==> config.mk <==
export PLATFORM = sky130hd
export DESIGN_NAME = bnn_job_scheduler_flat
export DESIGN_NICKNAME = d
export VERILOG_FILES = /design/src/rtl/bnn_sched_pkg.sv /design/src/rtl/bnn_job_scheduler_if.sv /design/src/rtl/bnn_job_fifo.sv /design/src/rtl/bnn_job_scheduler.sv /design/src/flat_wrapper.sv
export SDC_FILE = /design/constraint.sdc
export NUM_CORES = 1
export LEC_CHECK = 0
export CORE_ASPECT_RATIO = 1.4
export CORE_MARGIN = 5
export CORE_UTILIZATION = 54
export CTS_BUF_LIST = sky130_fd_sc_hd__clkbuf_16
export CTS_CLUSTER_DIAMETER = 150
export DETAILED_ROUTE_END_ITERATION = 16
export PLACE_DENSITY = 0.78
export SLEW_MARGIN = 20
export SYNTH_ARGS = -nofsm -noshare
export SYNTH_HDL_FRONTEND = slang
export SYNTH_HIERARCHICAL = 1
export SYNTH_SLANG_ARGS = --single-unit
==> constraint.sdc <==
create_clock -name clk -period 3.7 [get_ports clk]
set_input_delay 0.555 -clock clk [delete_from_list [all_inputs] [get_ports clk]]
set_output_delay 0.555 -clock clk [all_outputs]
set_load 0.01 [all_outputs]
==> src/rtl/bnn_sched_pkg.sv <==
// bnn_sched_pkg
//   Shared types for the BNN conv job scheduler: scheduler FSM state encoding,
//   the queued job descriptor and the default base-address width.
//   No ports (package).
package bnn_sched_pkg;

    // Descriptor fields are sized by this constant; the scheduler's ADDR_W
    // parameter is expected to match it.
    localparam int ADDR_W_DEF = 12;

    typedef enum logic [2:0] {
        IDLE,
        LAUNCH,
        WAIT_BUSY,
        RUN,
        DONE
    } sched_state_t;

    typedef struct packed {
        logic [ADDR_W_DEF-1:0] in_base;
        logic [ADDR_W_DEF-1:0] w_base;
        logic [ADDR_W_DEF-1:0] out_base;
    } job_desc_t;

endpackage

==> src/rtl/bnn_job_scheduler_if.sv <==
// bnn_job_scheduler_if
//   Bundles the host job-push handshake and the conv-engine run/busy pins.
//   master : host/engine side (drives descriptors and eng_busy)
//   slave  : scheduler side (drives job_ready, eng_run, eng_*_base)
//   Signals: job_valid, job_ready, job_in_base, job_w_base, job_out_base,
//            eng_run, eng_busy, eng_in_base, eng_w_base, eng_out_base
interface bnn_job_scheduler_if
    import bnn_sched_pkg::*;
#(
    parameter int ADDR_W = ADDR_W_DEF
);
    logic              job_valid;
    logic              job_ready;
    logic [ADDR_W-1:0] job_in_base;
    logic [ADDR_W-1:0] job_w_base;
    logic [ADDR_W-1:0] job_out_base;

    logic              eng_run;
    logic              eng_busy;
    logic [ADDR_W-1:0] eng_in_base;
    logic [ADDR_W-1:0] eng_w_base;
    logic [ADDR_W-1:0] eng_out_base;

    modport master (
        output job_valid, job_in_base, job_w_base, job_out_base, eng_busy,
        input  job_ready, eng_run, eng_in_base, eng_w_base, eng_out_base
    );

    modport slave (
        input  job_valid, job_in_base, job_w_base, job_out_base, eng_busy,
        output job_ready, eng_run, eng_in_base, eng_w_base, eng_out_base
    );

endinterface

==> src/rtl/bnn_job_fifo.sv <==
// bnn_job_fifo
//   Synchronous show-ahead FIFO of job descriptors.
//   Ports: clk, reset (sync, active-high), push, pop, din, head (entry at the
//   read pointer), full, empty, count (occupancy 0..DEPTH).
//   push while full and pop while empty are ignored.
module bnn_job_fifo
    import bnn_sched_pkg::*;
#(
    parameter int DEPTH = 4
) (
    input  logic                         clk,
    input  logic                         reset,
    input  logic                         push,
    input  logic                         pop,
    input  job_desc_t                    din,
    output job_desc_t                    head,
    output logic                         full,
    output logic                         empty,
    output logic [$clog2(DEPTH+1)-1:0]   count
);
    localparam int PTR_W = $clog2(DEPTH);
    localparam int CNT_W = $clog2(DEPTH + 1);

    job_desc_t        mem [DEPTH];
    logic [PTR_W-1:0] wr_ptr;
    logic [PTR_W-1:0] rd_ptr;
    logic             do_push;
    logic             do_pop;

    assign full    = (count == CNT_W'(DEPTH));
    assign empty   = (count == '0);
    assign do_push = push && !full;
    assign do_pop  = pop && !empty;
    assign head    = mem[rd_ptr];

    // Pointers wrap naturally because DEPTH is a power of two.
    always_ff @(posedge clk) begin
        if (reset) begin
            wr_ptr <= '0;
            rd_ptr <= '0;
            count  <= '0;
        end else begin
            if (do_push) wr_ptr <= wr_ptr + 1'b1;
            if (do_pop)  rd_ptr <= rd_ptr + 1'b1;
            case ({do_push, do_pop})
                2'b10:   count <= count + 1'b1;
                2'b01:   count <= count - 1'b1;
                default: count <= count;
            endcase
        end
    end

    always_ff @(posedge clk) begin
        if (do_push) mem[wr_ptr] <= din;
    end

endmodule

==> src/rtl/bnn_job_scheduler.sv <==
// bnn_job_scheduler
//   Queues conv jobs and launches the BNN conv engine one job at a time via
//   its run/busy handshake; reports completions and start timeouts.
//   Ports: clk, reset (sync, active-high)
//          bus        : job push handshake + engine run/busy/base addresses
//          halt       : block new launches (running job still completes)
//          err_clear  : clear sticky timeout_err (a same-cycle set wins)
//          done_pulse : one cycle per completed job
//          timeout_err: sticky, engine never raised busy after eng_run
//          jobs_done  : saturating completion counter
//          q_count    : queued, not yet launched jobs
//          sched_idle : FSM idle and queue empty
//
//   state     | meaning
//   ----------+-----------------------------------------------------------
//   IDLE      | wait for queued job, !halt and engine not busy; pop head
//   LAUNCH    | eng_run pulse, clear start counter
//   WAIT_BUSY | wait for eng_busy; give up after START_TIMEOUT cycles
//   RUN       | engine working, wait for eng_busy to drop
//   DONE      | done_pulse, count the completion
module bnn_job_scheduler
    import bnn_sched_pkg::*;
#(
    parameter int ADDR_W        = ADDR_W_DEF,
    parameter int DEPTH         = 4,
    parameter int START_TIMEOUT = 16
) (
    input  logic                        clk,
    input  logic                        reset,
    bnn_job_scheduler_if.slave          bus,
    input  logic                        halt,
    input  logic                        err_clear,
    output logic                        done_pulse,
    output logic                        timeout_err,
    output logic [15:0]                 jobs_done,
    output logic [$clog2(DEPTH+1)-1:0]  q_count,
    output logic                        sched_idle
);
    localparam int TO_W = $clog2(START_TIMEOUT + 1);
    localparam logic [TO_W-1:0] TO_LAST = TO_W'(START_TIMEOUT - 1);

    sched_state_t      state;
    sched_state_t      state_nxt;
    logic [TO_W-1:0]   start_cnt;
    job_desc_t         fifo_din;
    job_desc_t         fifo_head;
    logic              fifo_push;
    logic              fifo_pop;
    logic              fifo_full;
    logic              fifo_empty;
    logic              run_c;
    logic              done_c;
    logic              cnt_clr;
    logic              cnt_inc;
    logic              to_set;
    logic [ADDR_W-1:0] in_base_q;
    logic [ADDR_W-1:0] w_base_q;
    logic [ADDR_W-1:0] out_base_q;

    // Gating push with !full means an offer while full is dropped even when
    // the FSM pops in the same cycle.
    assign bus.job_ready = !fifo_full;
    assign fifo_push     = bus.job_valid && !fifo_full;
    assign fifo_din      = '{in_base:  bus.job_in_base,
                             w_base:   bus.job_w_base,
                             out_base: bus.job_out_base};

    bnn_job_fifo #(
        .DEPTH (DEPTH)
    ) u_fifo (
        .clk   (clk),
        .reset (reset),
        .push  (fifo_push),
        .pop   (fifo_pop),
        .din   (fifo_din),
        .head  (fifo_head),
        .full  (fifo_full),
        .empty (fifo_empty),
        .count (q_count)
    );

    always_ff @(posedge clk) begin
        if (reset) state <= IDLE;
        else       state <= state_nxt;
    end

    always_comb begin
        state_nxt = state;
        fifo_pop  = 1'b0;
        run_c     = 1'b0;
        done_c    = 1'b0;
        cnt_clr   = 1'b0;
        cnt_inc   = 1'b0;
        to_set    = 1'b0;
        unique case (state)
            IDLE: begin
                // A busy engine here is residual (e.g. after reset mid-job),
                // so just hold off launching.
                if (!fifo_empty && !halt && !bus.eng_busy) begin
                    fifo_pop  = 1'b1;
                    state_nxt = LAUNCH;
                end
            end
            LAUNCH: begin
                run_c     = 1'b1;
                cnt_clr   = 1'b1;
                state_nxt = WAIT_BUSY;
            end
            WAIT_BUSY: begin
                if (bus.eng_busy) begin
                    state_nxt = RUN;
                end else if (start_cnt == TO_LAST) begin
                    to_set    = 1'b1;
                    state_nxt = IDLE;
                end else begin
                    cnt_inc = 1'b1;
                end
            end
            RUN: begin
                if (!bus.eng_busy) state_nxt = DONE;
            end
            DONE: begin
                done_c    = 1'b1;
                state_nxt = IDLE;
            end
            default: state_nxt = IDLE;
        endcase
    end

    always_ff @(posedge clk) begin
        if (reset) begin
            start_cnt   <= '0;
            in_base_q   <= '0;
            w_base_q    <= '0;
            out_base_q  <= '0;
            timeout_err <= 1'b0;
            jobs_done   <= '0;
        end else begin
            if (cnt_clr)      start_cnt <= '0;
            else if (cnt_inc) start_cnt <= start_cnt + 1'b1;

            if (fifo_pop) begin
                in_base_q  <= fifo_head.in_base;
                w_base_q   <= fifo_head.w_base;
                out_base_q <= fifo_head.out_base;
            end

            if (to_set)         timeout_err <= 1'b1;
            else if (err_clear) timeout_err <= 1'b0;

            if (done_c && (jobs_done != 16'hFFFF)) jobs_done <= jobs_done + 16'd1;
        end
    end

    assign bus.eng_run      = run_c;
    assign bus.eng_in_base  = in_base_q;
    assign bus.eng_w_base   = w_base_q;
    assign bus.eng_out_base = out_base_q;
    assign done_pulse       = done_c;
    assign sched_idle       = (state == IDLE) && fifo_empty;

endmodule
==> src/flat_wrapper.sv <==
// flat-port wrapper written by rule: the top's interface ports become plain ports
module bnn_job_scheduler_flat import bnn_sched_pkg::*;
#(
    parameter int ADDR_W        = ADDR_W_DEF,
    parameter int DEPTH         = 4,
    parameter int START_TIMEOUT = 16
)
  (clk, reset, halt, err_clear, done_pulse, timeout_err, jobs_done, q_count, sched_idle, bus_job_valid, bus_job_in_base, bus_job_w_base, bus_job_out_base, bus_eng_busy, bus_job_ready, bus_eng_run, bus_eng_in_base, bus_eng_w_base, bus_eng_out_base);
  bnn_job_scheduler_if #(.ADDR_W(ADDR_W)) bus_i ();
  input  logic clk;
  input  logic reset;
  input  logic halt;
  input  logic err_clear;
  output logic done_pulse;
  output logic timeout_err;
  output logic [15:0] jobs_done;
  output logic [$clog2(DEPTH+1)-1:0] q_count;
  output logic sched_idle;
  input wire logic [$bits(bus_i.job_valid)-1:0] bus_job_valid;
  input wire logic [$bits(bus_i.job_in_base)-1:0] bus_job_in_base;
  input wire logic [$bits(bus_i.job_w_base)-1:0] bus_job_w_base;
  input wire logic [$bits(bus_i.job_out_base)-1:0] bus_job_out_base;
  input wire logic [$bits(bus_i.eng_busy)-1:0] bus_eng_busy;
  output wire logic [$bits(bus_i.job_ready)-1:0] bus_job_ready;
  output wire logic [$bits(bus_i.eng_run)-1:0] bus_eng_run;
  output wire logic [$bits(bus_i.eng_in_base)-1:0] bus_eng_in_base;
  output wire logic [$bits(bus_i.eng_w_base)-1:0] bus_eng_w_base;
  output wire logic [$bits(bus_i.eng_out_base)-1:0] bus_eng_out_base;
  assign bus_i.job_valid = bus_job_valid;
  assign bus_i.job_in_base = bus_job_in_base;
  assign bus_i.job_w_base = bus_job_w_base;
  assign bus_i.job_out_base = bus_job_out_base;
  assign bus_i.eng_busy = bus_eng_busy;
  assign bus_job_ready = bus_i.job_ready;
  assign bus_eng_run = bus_i.eng_run;
  assign bus_eng_in_base = bus_i.eng_in_base;
  assign bus_eng_w_base = bus_i.eng_w_base;
  assign bus_eng_out_base = bus_i.eng_out_base;
  bnn_job_scheduler #(.ADDR_W(ADDR_W), .DEPTH(DEPTH), .START_TIMEOUT(START_TIMEOUT)) u_core (.clk(clk), .reset(reset), .bus(bus_i), .halt(halt), .err_clear(err_clear), .done_pulse(done_pulse), .timeout_err(timeout_err), .jobs_done(jobs_done), .q_count(q_count), .sched_idle(sched_idle));
endmodule
==> out/qor.txt <==
status: completed
Final setup violation count: 0
Routed WL: 16500 um
Filler cells: 1075
average size of a mapped cell: 14.9 um2
asr flop ratio synth: 0%
total gr overflow: 0
Worst EP arrival: 2200 ps
Post-CTS Setup Bufs: 0
I/O Buffers: 101
peak supply drop: 0.319 mV
FP Rows: 53
Final Instance Count excl. Fillers: 863
Post-synth EDFFs: 144
Reg clk slew, reported paths: 70 ps
TritonRoute pass-1 iters: 6
Clk pwr share: 38.9%
Worst Path Required: 3140 ps
post-route ant nets: 0
pwr dens: 516 nW/um2
startpoint types: flop
largest net degree at the start of global routing: 43
Synth Register Bits: 214
nets: 708
endpoints failing hold: 0
commonest non-fill, non-tap cell in the layout: edfxtp_1
hold_buf cts: 0
clock latency on the worst-skew pair: 480 ps
CP delay by family, top: buffers and inverters
Crit path largest cell delay: 560 ps
DRC viols: 0
synth warn: 6
CP endpoint kind: output pin
post-synthesis sequential area ratio: 70.0%
PostCTS Resize Cnt: 0
Switch Pwr: 1110 uW
final setup TNS: 0 ps
CTS HTree Levels: 1
num ports: 102
DRT met1 WL: 6510 um
DR WL/cell: 19.2 um
first-pass GRT wire length: 26900 um
Detail Route met3 WL: 887 um
maximum fanout along the worst path: 8
All-Layer GR Usage: 19.0%
switching share of power: 21.5%
clk root buf: clkbuf_16
Multi-input gate area: 2250 um2
met2 wire len: 8740 um
drt first-iter violations: 403
Least-Margin Pin Slew: 950 ps
die area: 17800 um2
minimum clock period: 2750 ps
CP Class: reg2out
Flop pwr share: 52.9%
fmax: 363 MHz
FF+latch area: 5730 um2
final core utilization: 66.7%
hold crit path type: reg2reg
Worst path slowest cell: clkdlybuf4s50_1
Comb pwr share: 8.2%
Initial Utilization: 54.6%
ant diodes: 0
WHS: 455 ps
Synth cell types: 43
RSZ-0062 raised after global routing: false
skew final: 12.8 ps
crit path cell chain: or3b_1, inv_2, clkdlybuf4s50_1
CTS tree: yes
Max Cap Viol: 0
Leakage: 0.00326 uW
Area Growth Syn to Fin: 22.2%
gpl congestion: 0.785
vias in the first global route: 5158
Core ar.: 15000 um2
die width: 114 um
layout cell share with drive strength beyond 1: 12.8%
clk sinks: 214
Pwr Total: 5160 uW
hpwl dp: 10200 um
die extent in y: 156 um
Synth Instances: 549
Internal: 4050 uW
final slew viol count: 0
CTS max path bufs: 3
total CTS buffers: 20
top_reg_cell synth: edfxtp_1
Slew headroom: 36.7%
Syn Std Cell Area: 8180 um2
most frequent cells in the layout: edfxtp_1 (144), clkdlybuf4s50_1 (100), nand2_1 (80), dfxtp_1 (68), a21oi_1 (54)
top sig layer: met4
antenna violations before repair: 0
Vias: 4868
syn_nets: 600
Placed Cells: 827
Worst Path Buf+Inv: 2
period utilization: 74.4%
drt via density: 5.64
==> worst min-delay path, stage by stage (launching register included) <==
cell and delay, ps:
dfxtp_1 310, nand2_1 50, a21oi_1 50
==> cell families (layout without fill, tap and decap cells) <==
family	after synthesis	count (layout)	synth area share, %
fa+ha+maj	9	9	1.47
xor+xnor	6	6	0.642
mux	41	41	10.8
buf+inv	39	161	2.66
flops	214	214	70.0
compound gates	73	73	4.72
simple gates	167	167	9.71
==> worst paths after layout <==
kind | end | startpoint | depth (start not counted) | slack [ps]
max | done_pulse | u_core/state[2] | 3 | 950
min | u_core/bus.eng_w_base[0] | u_core/bus.eng_w_base[0] | 2 | 450
max reg2reg | u_core/u_fifo/count[2] | u_core/u_fifo/count[0] | 12 | 1020
min reg2reg | u_core/bus.eng_w_base[0] | u_core/bus.eng_w_base[0] | 2 | 450
==> synth_stat cells, types with 8 or more instances <==
master    count  area (um2)
ha_1          8         100
dfxtp_1      70        1400
nor3_1       11        55.1
mux4_2       30         676
nor2_1       22        82.6
inv_1        12        45.0
or3_1        10        62.6
edfxtp_1    144        4320
o21ai_0      11        55.1
clkbuf_1     10        37.5
nand2_1      81         304
a21oi_1      54         270
==> registers in the layout (all words and copies together), names as in the netlist, named ones only <==
signal                   flops
u_core/u_fifo/count          3
u_core/u_fifo/wr_ptr         2
u_core/start_cnt             5
u_core/bus.eng_w_base       12
u_core/bus.eng_in_base      12
u_core/jobs_done            16
u_core/u_fifo/mem          144
u_core/timeout_err           1
u_core/bus.eng_out_base     12
u_core/u_fifo/rd_ptr         2
u_core/state                 3
==> stage by stage <==
stage	area [um2]	setup WS [ps]
floorplan	8180	718
global placement	9350	684
detailed placement	9350	540
CTS	10000	950
global route	10000	792
finish	10000	948
==> area by class of cell <==
type | instances | share of cell area (%)
inverter | 14 | 0.526
clock inverter | 15 | 1.24
sequential | 214 | 57.3
clock buffer | 21 | 5.26
tap | 192 | 2.40
timing repair buffer | 111 | 10.8
multi-input combinational | 296 | 22.5
==> power groups by stage <==
stage | Combinational, uW | Sequential, uW | Clock [uW]
final | 422 | 2730 | 2010
after global routing | 459 | 2740 | 2160
after CTS | 429 | 2730 | 2050
after detailed placement | 424 | 2780 | 0
after global placement | 412 | 2770 | 0
after floorplan | 229 | 2780 | 0
==> per-layer routing <==
layer | vias up | track usage [%]
met5 | - | 0
met4 | 0 | 6.00
met3 | 31 | 3.14
met2 | 132 | 34.2
met1 | 2430 | 23.5
li1 | 2275 | -
Power figures use the tool's default switching activity.
